==> config.mk <==
export PLATFORM = sky130hd
export DESIGN_NAME = inst_fetch_queue_flat
export DESIGN_NICKNAME = d
export VERILOG_FILES = /design/src/rtl/inst_fetch_queue_if.sv /design/src/rtl/inst_fetch_queue.sv /design/src/flat_wrapper.sv
export SDC_FILE = /design/constraint.sdc
export NUM_CORES = 1
export LEC_CHECK = 0
export CAP_MARGIN = 10
export CORE_UTILIZATION = 50
export CTS_CLUSTER_SIZE = 40
export DETAILED_ROUTE_END_ITERATION = 16
export PLACE_DENSITY = 0.75
export SLEW_MARGIN = 20
export SYNTH_ARGS = -nofsm -noshare
export SYNTH_HDL_FRONTEND = slang
export SYNTH_SLANG_ARGS = --single-unit
==> constraint.sdc <==
create_clock -name clk -period 3.7 [get_ports clk]
set_input_delay 0.74 -clock clk [delete_from_list [all_inputs] [get_ports clk]]
set_output_delay 0.74 -clock clk [all_outputs]
set_load 0.02 [all_outputs]
==> src/rtl/inst_fetch_queue_if.sv <==
// Fetch-queue bus bundle: instruction SRAM request/response, execute redirect, decode handoff.
// No storage of its own; all timing is defined by the modules on either side.
// Backpressure is carried by imem_req_ready and inst_ready; responses cannot be stalled.
interface inst_fetch_queue_if;
  logic        imem_req_valid;
  logic        imem_req_ready;
  logic [31:0] imem_req_addr;
  logic        imem_resp_valid;
  logic [31:0] imem_resp_data;
  logic        redirect_valid;
  logic [31:0] redirect_pc;
  logic        inst_valid;
  logic        inst_ready;
  logic [31:0] inst_pc;
  logic [31:0] inst_data;

  // master: the fetch queue itself
  modport master (
    output imem_req_valid, imem_req_addr,
    input  imem_req_ready,
    input  imem_resp_valid, imem_resp_data,
    input  redirect_valid, redirect_pc,
    output inst_valid, inst_pc, inst_data,
    input  inst_ready
  );

  // slave: SRAM, execute and decode seen as one environment
  modport slave (
    input  imem_req_valid, imem_req_addr,
    output imem_req_ready,
    output imem_resp_valid, imem_resp_data,
    output redirect_valid, redirect_pc,
    input  inst_valid, inst_pc, inst_data,
    output inst_ready
  );
endinterface

==> src/rtl/inst_fetch_queue.sv <==
// RV32I fetch front end: sequential word fetch, in-flight tracking, {pc, instr} FIFO to decode.
// Latency: response sampled at edge M gives inst_valid from cycle M+1 (registered FIFO, no bypass).
// Backpressure: requests stop while queued + outstanding reaches DEPTH; redirects flush and drop stale responses.
module inst_fetch_queue #(
  parameter logic [31:0] RESET_PC = 32'h0000_0000,
  parameter int unsigned DEPTH    = 4
) (
  input  logic               clk,
  input  logic               rst,
  inst_fetch_queue_if.master bus
);

  localparam int unsigned AW = $clog2(DEPTH);
  localparam int unsigned CW = $clog2(DEPTH + 1);

  typedef logic [CW-1:0] cnt_t;
  typedef logic [CW:0]   sum_t;

  localparam sum_t DEPTH_S = sum_t'(DEPTH);

  logic [31:0]   r_fetch_pc;
  logic [31:0]   r_pc_tag;
  logic [63:0]   r_mem [DEPTH];
  logic [AW-1:0] r_wr_ptr;
  logic [AW-1:0] r_rd_ptr;
  cnt_t          r_count;
  cnt_t          r_outstanding;
  cnt_t          r_drop;
  logic          r_running;

  logic          w_redirect;
  logic          w_resp;
  logic [31:0]   w_redirect_pc;
  sum_t          w_used;
  logic          w_req_valid;
  logic          w_req_fire;
  logic          w_push;
  logic          w_pop;
  logic          w_inst_valid;
  logic [63:0]   w_head;

  assign w_redirect    = bus.redirect_valid;
  assign w_resp        = bus.imem_resp_valid;
  assign w_redirect_pc = bus.redirect_pc & ~32'h0000_0003;

  // Slots already committed: entries waiting for decode plus responses still owed by the SRAM.
  assign w_used      = sum_t'(r_count) + sum_t'(r_outstanding);
  assign w_req_valid = r_running & ~w_redirect & (w_used < DEPTH_S);
  assign w_req_fire  = w_req_valid & bus.imem_req_ready;

  // A response is kept only if it belongs to the current fetch stream.
  assign w_push       = w_resp & ~w_redirect & (r_drop == '0);
  assign w_inst_valid = (r_count != '0);
  assign w_pop        = w_inst_valid & bus.inst_ready & ~w_redirect;
  assign w_head       = r_mem[r_rd_ptr];

  assign bus.imem_req_valid = w_req_valid;
  assign bus.imem_req_addr  = r_fetch_pc;
  assign bus.inst_valid     = w_inst_valid;
  // Head fields read as zero when empty so the decode-side bus is quiet out of reset.
  assign bus.inst_pc        = w_inst_valid ? w_head[63:32] : 32'h0;
  assign bus.inst_data      = w_inst_valid ? w_head[31:0]  : 32'h0;

  // Fetch/response PCs, occupancy counters and the start-up flag.
  always_ff @(posedge clk or negedge rst) begin
    if (!rst) begin
      r_fetch_pc    <= RESET_PC;
      r_pc_tag      <= RESET_PC;
      r_count       <= '0;
      r_outstanding <= '0;
      r_drop        <= '0;
      r_wr_ptr      <= '0;
      r_rd_ptr      <= '0;
      r_running     <= 1'b0;
    end else begin
      r_running     <= 1'b1;
      r_outstanding <= r_outstanding + cnt_t'(w_req_fire) - cnt_t'(w_resp);

      if (w_redirect) begin
        r_fetch_pc <= w_redirect_pc;
        r_pc_tag   <= w_redirect_pc;
        r_count    <= '0;
        r_wr_ptr   <= '0;
        r_rd_ptr   <= '0;
        // Every response still owed is stale now, including ones already marked
        // stale by an earlier redirect; the one arriving this cycle is dropped here.
        r_drop     <= r_outstanding - cnt_t'(w_resp);
      end else begin
        if (w_req_fire) begin
          r_fetch_pc <= r_fetch_pc + 32'd4;
        end
        if (w_push) begin
          r_pc_tag <= r_pc_tag + 32'd4;
          r_wr_ptr <= r_wr_ptr + 1'b1;
        end
        if (w_pop) begin
          r_rd_ptr <= r_rd_ptr + 1'b1;
        end
        if (w_resp && (r_drop != '0)) begin
          r_drop <= r_drop - 1'b1;
        end
        r_count <= r_count + cnt_t'(w_push) - cnt_t'(w_pop);
      end
    end
  end

  // FIFO storage; contents need no reset because count gates visibility.
  always_ff @(posedge clk) begin
    if (w_push) begin
      r_mem[r_wr_ptr] <= {r_pc_tag, bus.imem_resp_data};
    end
  end

endmodule

==> src/flat_wrapper.sv <==
// flat-port wrapper written by rule: the top's interface ports become plain ports
module inst_fetch_queue_flat 
#(
  parameter logic [31:0] RESET_PC = 32'h0000_0000,
  parameter int unsigned DEPTH    = 4
)
  (clk, rst, bus_imem_req_valid, bus_imem_req_addr, bus_imem_req_ready, bus_imem_resp_valid, bus_imem_resp_data, bus_redirect_valid, bus_redirect_pc, bus_inst_valid, bus_inst_pc, bus_inst_data, bus_inst_ready);
  inst_fetch_queue_if bus_i ();
  input  logic clk;
  input  logic rst;
  output wire logic [$bits(bus_i.imem_req_valid)-1:0] bus_imem_req_valid;
  output wire logic [$bits(bus_i.imem_req_addr)-1:0] bus_imem_req_addr;
  input wire logic [$bits(bus_i.imem_req_ready)-1:0] bus_imem_req_ready;
  input wire logic [$bits(bus_i.imem_resp_valid)-1:0] bus_imem_resp_valid;
  input wire logic [$bits(bus_i.imem_resp_data)-1:0] bus_imem_resp_data;
  input wire logic [$bits(bus_i.redirect_valid)-1:0] bus_redirect_valid;
  input wire logic [$bits(bus_i.redirect_pc)-1:0] bus_redirect_pc;
  output wire logic [$bits(bus_i.inst_valid)-1:0] bus_inst_valid;
  output wire logic [$bits(bus_i.inst_pc)-1:0] bus_inst_pc;
  output wire logic [$bits(bus_i.inst_data)-1:0] bus_inst_data;
  input wire logic [$bits(bus_i.inst_ready)-1:0] bus_inst_ready;
  assign bus_imem_req_valid = bus_i.imem_req_valid;
  assign bus_imem_req_addr = bus_i.imem_req_addr;
  assign bus_i.imem_req_ready = bus_imem_req_ready;
  assign bus_i.imem_resp_valid = bus_imem_resp_valid;
  assign bus_i.imem_resp_data = bus_imem_resp_data;
  assign bus_i.redirect_valid = bus_redirect_valid;
  assign bus_i.redirect_pc = bus_redirect_pc;
  assign bus_inst_valid = bus_i.inst_valid;
  assign bus_inst_pc = bus_i.inst_pc;
  assign bus_inst_data = bus_i.inst_data;
  assign bus_i.inst_ready = bus_inst_ready;
  inst_fetch_queue #(.RESET_PC(RESET_PC), .DEPTH(DEPTH)) u_core (.clk(clk), .rst(rst), .bus(bus_i));
endmodule
==> flow_metrics.py, run 1 <==
metrics = {
    "cts": {
        "clockRootBuffer": "clkbuf_16",
        "ctsResizeCount": 0,
        "cts.sinks": 322,
        "cts_max_path_buffers": 3,
        "cts_made_buffers": 34,
        "htreeDepth": 2,
        "cts_tree": "done",
        "cts_hold_buf": 0,
        "clkTransAtPathRegs_ps": 60,
        "clk_latency_ps": 500,
        "post_cts_buffers": 0,
    },
    "finish": {
        "multi_input_area_um2": 4143,
        "antennaDiodeCount": 0,
        "instances_no_fill": 1387,
        "fin_area_um2": 16920,
        "register_area_um2": 9304,
        "syn2layout_area_growth_pct": 23.42,
        "fill_cells": 1936,
        "final_layout_size_suffix_gt1_share_pct": 16.54,
        "mostFrequentLayoutCells": "edfxtp_1 (248), clkdlybuf4s50_1 (159), dfrtp_1 (72)",
        "final_common_cell": "edfxtp_1",
        "final_nets": 1110,
    },
    "critical_path": {
        "cp_max_fo": 36,
        "slowest_delay_ps": 780,
        "worstSetupStartpointType": "flip-flop",
        "worstSetupEndpointType": "primary output",
        "worstPathArrival_ps": 2730,
        "cp_slowest_cell": "or3_2",
        "rr_startpoint": "u_core.r_count[1]$_DFF_PN0_",
        "crit_start": "u_core.r_count[1]$_DFF_PN0_",
        "rrSetupSlack_ps": 940,
        "cp.buffers_inverters": 2,
        "cp_cell_sequence": "or3_2 -> buf_16 -> and2_1 -> clkdlybuf4s50_1",
        "reg2reg_to": "u_core.r_count[2]$_DFF_PN0_",
        "ff2ff_path_depth": 10,
        "worst_ep_required_time_ps": 2960,
        "critPathTopFamily": "simple AND/OR/NAND/NOR gates",
        "worstSetupPathType": "reg2out",
    },
    "synth": {
        "synth_warnings": 0,
        "synth_edf_count": 248,
        "yosys.area_share.simple_pct": 10.74,
        "synth.cell_area_um2": 13710,
        "synth_top_area_cell": "edfxtp_1",
        "async_flop_share_pct": 22.98,
        "syn_area_per_cell_um2": 16.24,
        "synth_top_area_share_pct": 54.34,
        "synthCells": 844,
        "synth-seq-cells": 322,
        "synth_top_family_by_area": "multiplexers",
        "synth_cell_type_count": 57,
        "ys_seq_area_share_pct": 67.85,
        "synth_flop_cell": "edfxtp_1",
        "synth_area_leaders": "edfxtp_1 (54%), dfrtp_1 (14%), mux4_2 (10%), and2_1 (3.1%), xor2_1 (1.8%)",
        "synth_compound_area_share_pct": 3.003,
        "synthMuxAreaShare_pct": 11.48,
        "synth-xor-area-share_pct": 3.067,
        "synthAdderAreaFrac_pct": 1.753,
    },
    "sta": {
        "rsz0062_at_grt": "no",
        "slew_headroom_pct": 34.86,
        "timing.fmax_mhz": 288.1,
        "drv_slew": 0,
        "finalCritPeriodShare_pct": 93.82,
        "tightest_slew_ps": 977.1,
        "setup_viol": 0,
        "timing_hold_violations_final": 0,
        "min_period_ps": 3472,
        "skew_ps": 8.678,
        "setup_tns_ps": 0,
    },
    "routing": {
        "ant_nets": 0,
        "avgViaCountPerCell": 5.614,
        "vias": 7786,
        "drc": 0,
        "first_pass_iters": 5,
        "wirelength_mm": 26.75,
        "drt_iter0_drc": 524,
        "wl_per_cell_um": 19.29,
    },
    "global_routing": {
        "grt_pass1_wl_mm": 42.75,
        "grtUsageTotal_pct": 19.64,
        "grt_max_degree": 75,
        "overflow": 0,
        "grt_pass1_vias": 7921,
        "antenna_found_initial": 0,
    },
    "power": {
        "power.density_nw_per_um2": 643.3,
        "p_int_mw": 7.845,
        "switching_share_pct": 27.91,
        "power_leakage_nw": 5.849,
        "pwr-share-comb_pct": 28.0,
        "vdd_drop_max_v": 0.0003174,
        "netSwitchingPower_mw": 3.037,
        "seqPwrFrac_pct": 40.3,
        "clkPwrFrac_pct": 31.7,
    },
    "place": {
        "gp_congestion": 0.8655,
        "dp_hpwl_mm": 16.79,
        "io_buffers": 161,
        "place_area_um2": 15750,
        "numPlacedInstances": 1326,
    },
    "floorplanning": {
        "dieHeight_um": 167.6,
        "die-area_um2": 28080,
        "io_pins": 168,
        "num_rows": 60,
        "die_x_um": 167.6,
        "initial_core_util_pct": 50.85,
        "coreArea_um2": 26950,
    },
    "outcome": {
        "status": "completed",
    },
    "min_path": {
        "hold_class": "in2async",
    },
    "flow_run": {
        "drv_cap": 0,
    },
}
[Yosys cell counts (4+ instances only)]
master,instances
a21oi_1,10
a31oi_1,6
and2_1,69
and3_1,14
and4_1,8
buf_1,4
buf_2,11
buf_4,4
clkbuf_1,17
dfrtp_1,74
edfxtp_1,248
ha_1,16
inv_1,16
mux2_2,14
mux4_2,62
nand2_1,53
nand3_1,32
nand4_1,26
nor2_1,23
o211ai_1,7
o21ai_0,29
o311ai_1,5
xnor2_1,20
xor2_1,28
[kinds of logic after synthesis]
group,count (synthesis)
DFF,322
and+or+nand+nor,251
muxes,78
AOI/OAI and AO/OA,67
buffers and inverters,58
xor gates and xnor gates,48
adders and majority gates,18
other,2
[metrics by stage]
stage / hold WS [ps] / setup slack (ps) / power [mW] / utilization (%)
detailed placement: 547.5 / 630.2 / 7.512 / 58.42
floorplan: 444.4 / 713.2 / 6.278 / -
global route: 548.7 / 108.4 / 11.37 / 62.76
finish: 447.6 / 228.5 / 10.88 / 62.76
CTS: 496.0 / 78.60 / 10.97 / 62.66
global placement: 546.0 / 691.5 / 7.455 / 58.42
[flip-flops by register name (all words and copies together), names as in the netlist, 2 cells and up]
| signal | count |
|---|---|
| u_core.r_rd_ptr | 2 |
| u_core.r_drop | 3 |
| u_core.r_mem | 248 |
| u_core.bus.imem_req_addr | 30 |
| u_core.r_count | 3 |
| u_core.r_outstanding | 3 |
| u_core.r_pc_tag | 30 |
| u_core.r_wr_ptr | 2 |
[worst max path at each step]
stage	end	slack [ps]	cells past startpoint
floorplan	u_core.r_mem[0][0]$_DFFE_PP_	710	3
CTS	bus_inst_pc[5]	80	3
finish	bus_inst_pc[5]	230	4
global route	bus_inst_pc[5]	110	4
global placement	bus_inst_pc[5]	690	3
detailed placement	bus_inst_pc[5]	630	3
[cell type report]
type,count,area share [%]
flip-flops and latches,322,55.00
clock inverters,15,1.235
well taps,341,2.522
multi-input cells,467,24.49
repair buffers,179,10.83
clock buffers,45,5.518
inverters,18,0.3994
[layer usage]
metal | up-vias | routed length [um] | global-route usage (%)
met5 | - | 0 | 0
met1 | 3920 | 12170 | 27.61
met2 | 255 | 12720 | 31.70
li1 | 3582 | - | -
met3 | 29 | 1457 | 3.711
met4 | 0 | 404 | 5.146
[power groups by stage]
| stage | clock network, mW | logic, mW | registers, mW |
|---|---|---|---|
| 2_1_floorplan | 0 | 1.87 | 4.41 |
| 3_3_place_gp | 0 | 3.02 | 4.44 |
| 3_5_place_dp | 0 | 3.06 | 4.45 |
| 4_1_cts | 3.52 | 3.07 | 4.38 |
| 5_1_grt | 3.65 | 3.30 | 4.41 |
| 6_report | 3.45 | 3.05 | 4.38 |
[worst reg2reg max path, stage by stage, from the launching register on]
cell	delay, ps
dfrtp_1	440
or3_2	780
nand2_1	210
nor2_1	60
ha_1	290
inv_1	60
ha_1	140
inv_1	50
fa_1	370
xnor2_1	170
nor2_1	50
No activity file was read; power rests on OpenSTA's default activity.
==> inputs of run 2 (changes only) <==
--- a/config.mk
+++ b/config.mk
@@ -14,3 +14,4 @@
 export SYNTH_ARGS = -nofsm -noshare
 export SYNTH_HDL_FRONTEND = slang
 export SYNTH_SLANG_ARGS = --single-unit
+export TNS_END_PERCENT = 30
==> results of run 2 <==
Same layout as run 1: the final DEF is identical, and so are final timing and power.
